[src/rtl/board_pkg.sv]
// Shared board constants: default board size, cell encodings and arbiter state enum.
package board_pkg;

    localparam int unsigned BOARD_DIM = 11;

    typedef enum logic [1:0] {
        CELL_EMPTY    = 2'b00,
        CELL_ATTACKER = 2'b01,
        CELL_DEFENDER = 2'b10,
        CELL_KING     = 2'b11
    } cell_e;

    typedef enum logic {
        ARB       = 1'b0,
        GAME_RESP = 1'b1
    } arb_state_e;

endpackage

[src/rtl/board_addr_calc.sv]
// Board coordinate to linear RAM address (y*BOARD_DIM + x) with range check.
module board_addr_calc #(
    parameter int unsigned BOARD_DIM = board_pkg::BOARD_DIM
) (
    input  logic [3:0] x_i,
    input  logic [3:0] y_i,
    output logic [6:0] addr_o,
    output logic       in_range_o
);

    localparam logic [6:0] DIM7 = 7'(BOARD_DIM);

    // Address is meaningless when out of range; callers gate on in_range_o.
    assign addr_o     = 7'(y_i) * DIM7 + 7'(x_i);
    assign in_range_o = (32'(x_i) < BOARD_DIM) && (32'(y_i) < BOARD_DIM);

endmodule

[src/rtl/board_mem_arbiter.sv]
// Arbitrates display reads and game-logic accesses onto one single-port board RAM.
// Define BOARD_ARB_STARVE_GUARD_EN to force the game through after STARVE_LIMIT denials.
module board_mem_arbiter
    import board_pkg::*;
#(
    parameter int unsigned BOARD_DIM    = board_pkg::BOARD_DIM,
    parameter int unsigned STARVE_LIMIT = 8
) (
    input  logic       clk,
    input  logic       rst,
    input  logic       disp_req,
    input  logic [3:0] disp_x,
    input  logic [3:0] disp_y,
    output logic       disp_valid,
    output logic [1:0] disp_data,
    output logic       disp_stall,
    input  logic       game_req,
    input  logic       game_we,
    input  logic [3:0] game_x,
    input  logic [3:0] game_y,
    input  logic [1:0] game_wdata,
    output logic       game_ack,
    output logic [1:0] game_rdata,
    output logic       game_err,
    output logic       mem_en,
    output logic       mem_we,
    output logic [6:0] mem_addr,
    output logic [1:0] mem_wdata,
    input  logic [1:0] mem_rdata
);

    logic [6:0] disp_addr, game_addr;
    logic       disp_in, game_in;

    board_addr_calc #(.BOARD_DIM(BOARD_DIM)) u_disp_addr (
        .x_i(disp_x), .y_i(disp_y), .addr_o(disp_addr), .in_range_o(disp_in)
    );

    board_addr_calc #(.BOARD_DIM(BOARD_DIM)) u_game_addr (
        .x_i(game_x), .y_i(game_y), .addr_o(game_addr), .in_range_o(game_in)
    );

    arb_state_e state_q, state_d;
    logic disp_vld_q, disp_vld_d, disp_oor_q, disp_oor_d;
    logic disp_stall_q, disp_stall_d;
    logic game_err_q, game_err_d, game_wr_q, game_wr_d;
    logic force_game, grant_disp, grant_game;

`ifdef BOARD_ARB_STARVE_GUARD_EN
    localparam int unsigned CNT_W = $clog2(STARVE_LIMIT + 1);
    logic [CNT_W-1:0] starve_cnt_q, starve_cnt_d;

    assign force_game = (state_q == ARB) && game_req && (starve_cnt_q == CNT_W'(STARVE_LIMIT));

    always_comb begin
        starve_cnt_d = starve_cnt_q;
        if (!game_req || grant_game) begin
            starve_cnt_d = '0;
        end else if ((state_q == ARB) && (starve_cnt_q != CNT_W'(STARVE_LIMIT))) begin
            starve_cnt_d = starve_cnt_q + 1'b1;
        end
    end

    always_ff @(posedge clk) begin
        if (rst) starve_cnt_q <= '0;
        else     starve_cnt_q <= starve_cnt_d;
    end
`else
    assign force_game = 1'b0;
`endif

    always_comb begin
        state_d      = ARB;
        grant_disp   = 1'b0;
        grant_game   = 1'b0;
        disp_vld_d   = 1'b0;
        disp_oor_d   = 1'b0;
        disp_stall_d = 1'b0;
        game_err_d   = 1'b0;
        game_wr_d    = 1'b0;
        mem_en       = 1'b0;
        mem_we       = 1'b0;
        mem_addr     = '0;
        mem_wdata    = '0;
        game_ack     = 1'b0;
        game_err     = 1'b0;
        game_rdata   = '0;
        disp_valid   = disp_vld_q;
        disp_data    = (disp_vld_q && !disp_oor_q) ? mem_rdata : '0;
        disp_stall   = disp_stall_q;

        unique case (state_q)
            ARB: begin
                grant_disp = disp_req && !force_game;
                grant_game = game_req && !grant_disp;
            end
            GAME_RESP: begin
                grant_disp = disp_req;
                game_ack   = 1'b1;
                game_err   = game_err_q;
                game_rdata = (game_err_q || game_wr_q) ? '0 : mem_rdata;
            end
            default: ;
        endcase

        disp_stall_d = force_game && disp_req;

        if (grant_disp) begin
            disp_vld_d = 1'b1;
            disp_oor_d = !disp_in;
            mem_en     = disp_in;
            mem_addr   = disp_in ? disp_addr : '0;
        end

        if (grant_game) begin
            state_d    = GAME_RESP;
            game_err_d = !game_in;
            game_wr_d  = game_we;
            mem_en     = game_in;
            mem_we     = game_in && game_we;
            mem_addr   = game_in ? game_addr : '0;
            mem_wdata  = (game_in && game_we) ? game_wdata : '0;
        end

        // Outputs are combinational from state and requests, so reset masks them directly.
        if (rst) begin
            mem_en     = 1'b0;
            mem_we     = 1'b0;
            mem_addr   = '0;
            mem_wdata  = '0;
            game_ack   = 1'b0;
            game_err   = 1'b0;
            game_rdata = '0;
            disp_valid = 1'b0;
            disp_data  = '0;
            disp_stall = 1'b0;
        end
    end

    always_ff @(posedge clk) begin
        if (rst) begin
            state_q      <= ARB;
            disp_vld_q   <= 1'b0;
            disp_oor_q   <= 1'b0;
            disp_stall_q <= 1'b0;
            game_err_q   <= 1'b0;
            game_wr_q    <= 1'b0;
        end else begin
            state_q      <= state_d;
            disp_vld_q   <= disp_vld_d;
            disp_oor_q   <= disp_oor_d;
            disp_stall_q <= disp_stall_d;
            game_err_q   <= game_err_d;
            game_wr_q    <= game_wr_d;
        end
    end

endmodule
[config.mk]
export PLATFORM = sky130hd
export DESIGN_NAME = board_mem_arbiter
export DESIGN_NICKNAME = d
export VERILOG_FILES = /design/src/rtl/board_pkg.sv /design/src/rtl/board_addr_calc.sv /design/src/rtl/board_mem_arbiter.sv
export SDC_FILE = /design/constraint.sdc
export NUM_CORES = 1
export LEC_CHECK = 0
export CORE_MARGIN = 2
export CORE_UTILIZATION = 49
export CTS_CLUSTER_DIAMETER = 100
export DETAILED_ROUTE_END_ITERATION = 8
export MAX_ROUTING_LAYER = met4
export PLACE_DENSITY = 0.95
export SLEW_MARGIN = 25
export SYNTH_ARGS = -nofsm -noshare
export SYNTH_HDL_FRONTEND = slang
export SYNTH_SLANG_ARGS = --single-unit
[constraint.sdc]
create_clock -name clk -period 6.8 [get_ports clk]
set_input_delay 1.36 -clock clk [delete_from_list [all_inputs] [get_ports clk]]
set_output_delay 1.36 -clock clk [all_outputs]
set_load 0.01 [all_outputs]
==> flow_metrics.env <==
export IMPL_peakVddDrop_uv=93.7
export IMPL_ioPinCount=44
export IMPL_netlist_instances=141
export IMPL_rsz0062_at_grt="false"
export IMPL_post_drt_wl_per_cell_um=14.5
export IMPL_cp_cell_sequence="clkdlybuf4s50_1, ha_1, ha_1, inv_1, fa_1, inv_1, ha_1, o21ai_0, o21bai_1, a21oi_2, xnor2_1, o32ai_2, clkdlybuf4s50_1"
export IMPL_wl_um=3070
export IMPL_area_delta_synth_final_pct=38.5
export IMPL_root_buffer="clkbuf_4"
export IMPL_vias_per_cell=5.58
export IMPL_power_density_mw_per_mm2=136
export IMPL_antenna_found_initial=0
export IMPL_finalInstanceArea_mm2=0.00167
export IMPL_num_vias=1183
export IMPL_yosysSeqAreaShare=0.0828
export IMPL_postCtsSetupBuffers=0
export IMPL_fp_dieH_um=53.7
export IMPL_arrival_ps=4840
export IMPL_grt_first_pass_wirelength_um=5120
export IMPL_die_area_mm2=0.00288
export IMPL_min_period_ps=6200
export IMPL_cp_num_buf_inv=4
export IMPL_grt_pass1_vias=1252
export IMPL_track_usage=0.250
export IMPL_syn_num_nets=204
export IMPL_drive_gt1_frac=0.0380
export IMPL_numPortBuffers=42
export IMPL_fin_nets=248
export IMPL_n_antenna_cell=0
export IMPL_postRouteAntennaNets=0
export IMPL_fin_setup_tns_ps=0
export IMPL_power_leakage_uw=0.000785
export IMPL_start_kind="input pin"
export IMPL_setup_viol=0
export IMPL_cp_common_cell="ha_1"
export IMPL_hold_buffers=0
export IMPL_crit_family="adder cells"
export IMPL_drc=0
export IMPL_crit_fanout=4
export IMPL_worstSetupPathType="input pin to output port"
export IMPL_core_area_mm2=0.00228
export IMPL_whs_ps=631
export IMPL_die_w_um=53.7
export IMPL_gp_congestion=0.818
export IMPL_finalMaxSlewViolations=0
export IMPL_start_util=0.531
export IMPL_cts_tree="built"
export IMPL_n_fill_cell=163
export IMPL_fin_util=0.736
export IMPL_dr_pass1_iters=4
export IMPL_ys_ff_latch=5
export IMPL_synthFlopType="dfxtp_1"
export IMPL_place_area_mm2=0.00165
export IMPL_cts_sinks=5
export IMPL_yosys_warnings=0
export IMPL_min_path_type="flop to flop"
export IMPL_syn_cell_area_mm2=0.00121
export IMPL_total_power_uw=228
export IMPL_grt_overflow=0
export IMPL_dp_hpwl_um=2700
export IMPL_cp_end_kind="output port"
export IMPL_synth_most_common_cell="ha_1"
export IMPL_cts_resized=0
export IMPL_cts_made_buffers=3
export IMPL_clock_latency_ps=250
export IMPL_drtIter0Drc=16
export IMPL_required_ps=5440
export IMPL_timing_final_crit_share=0.912
export IMPL_slowest_delay_ps=590
export IMPL_hold_viol=0
export IMPL_max_cap_violations=0
export IMPL_synth_top_area_frac=0.331
export IMPL_fmax_mhz=161
export IMPL_htreeDepth=1
export IMPL_synth_area_top_cells="ha_1 33%, fa_1 9.9%, dfxtp_1 8.3%, xnor2_1 5.8%, inv_1 5.3%"
export IMPL_synth_top_area_cell="ha_1"
export IMPL_crit_path_top_delay_cell="clkdlybuf4s50_1"
export IMPL_clock_skew_ps=0.159
export IMPL_status="finished clean"
export IMPL_grt_max_degree=13
export IMPL_clk_pin_slew_worst_paths_ps=40
export IMPL_avgSynthCellArea_um2=8.57
export IMPL_synth_edf_count=0
export IMPL_synthTopCellsByCount="32 x ha_1, 17 x inv_1, 10 x nor2_1"
export IMPL_synthArstFlopShare=0
export IMPL_synth_distinct_cells=34
export IMPL_cts_buffer_depth=2
export IMPL_placementRows=17
## state kept, by name, indices dropped and copies added (netlist names)
signal and count:
disp_oor_q 1, disp_vld_q 1, game_err_q 1, game_wr_q 1, state_q 1
## routing by layer
metal / global-route usage / share of wire / up-vias / routed length [um]
li1: - / - / 576 / -
met1: 0.256 / 0.38 / 550 / 1170
met2: 0.461 / 0.53 / 44 / 1620
met3: 0.0194 / 0.057 / 13 / 175
met4: 0.141 / 0.035 / 0 / 106
met5: - / 0 / - / 0
## path summary, 6_finish.rpt
kind | start | end | slack (ps) | cells past startpoint
worst max-delay path | disp_y[0] | mem_addr[6] | 600 | 13
worst min-delay path | state_q$_SDFF_PP0_ | game_err_q$_SDFF_PP0_ | 630 | 3
worst max register to register | state_q$_SDFF_PP0_ | game_wr_q$_SDFF_PP0_ | 5810 | 4
worst min register to register | state_q$_SDFF_PP0_ | game_err_q$_SDFF_PP0_ | 630 | 3
## through the flow
stage | cells | setup slack (ps)
2_1_floorplan | 141 | 1900
3_5_place_dp | 208 | 633
5_1_grt | 212 | 480
4_1_cts | 212 | 631
6_report | 212 | 598
3_3_place_gp | 208 | 859
## power by group
part | total, uW | internal, uW | switching [uW]
sequential | 31.0 | 30.7 | 0.384
combinational | 162 | 82.8 | 79.1
clock | 34.8 | 22.2 | 12.6
total | 228 | 136 | 92.1
## placed cells by master, fill, tap and decap left out, drive strengths merged, types with 5 or more instances in the layout
master,count
nor2b,6
xnor2,8
clkdlybuf4s50,42
ha,32
and2,6
dfxtp,5
nor2,10
fa,6
inv,17
o21ai,7
a21oi,7
## layout make-up
class | count | area [um2] | area share
multi-input combinational | 116 | 1030 | 0.614
inverter | 17 | 63.8 | 0.0381
clock buffer | 4 | 26.3 | 0.0157
sequential | 5 | 100 | 0.0598
tap | 28 | 35.0 | 0.0209
timing repair buffer | 42 | 420 | 0.251
## logic make-up (layout without fill, tap and decap cells)
kind of cell             count (synthesis)  count (layout)  share of synthesized area
other                                    1               1                    0.00310
AND/OR/NAND/NOR                         36              36                      0.165
XOR/XNOR                                10              10                     0.0725
flip-flops                               5               5                     0.0828
buffers and inverters                   20              63                     0.0662
adder cells (fa/ha/maj)                 38              38                      0.431
AO/OA/AOI/OAI                           31              31                      0.180
## worst register-to-register path, delay by kind of cell, from the launching register on
family | cells | cell delay [ps]
DFF | 1 | 300
and+or+nand+nor | 4 | 620
(Power assumes the default switching activity.)
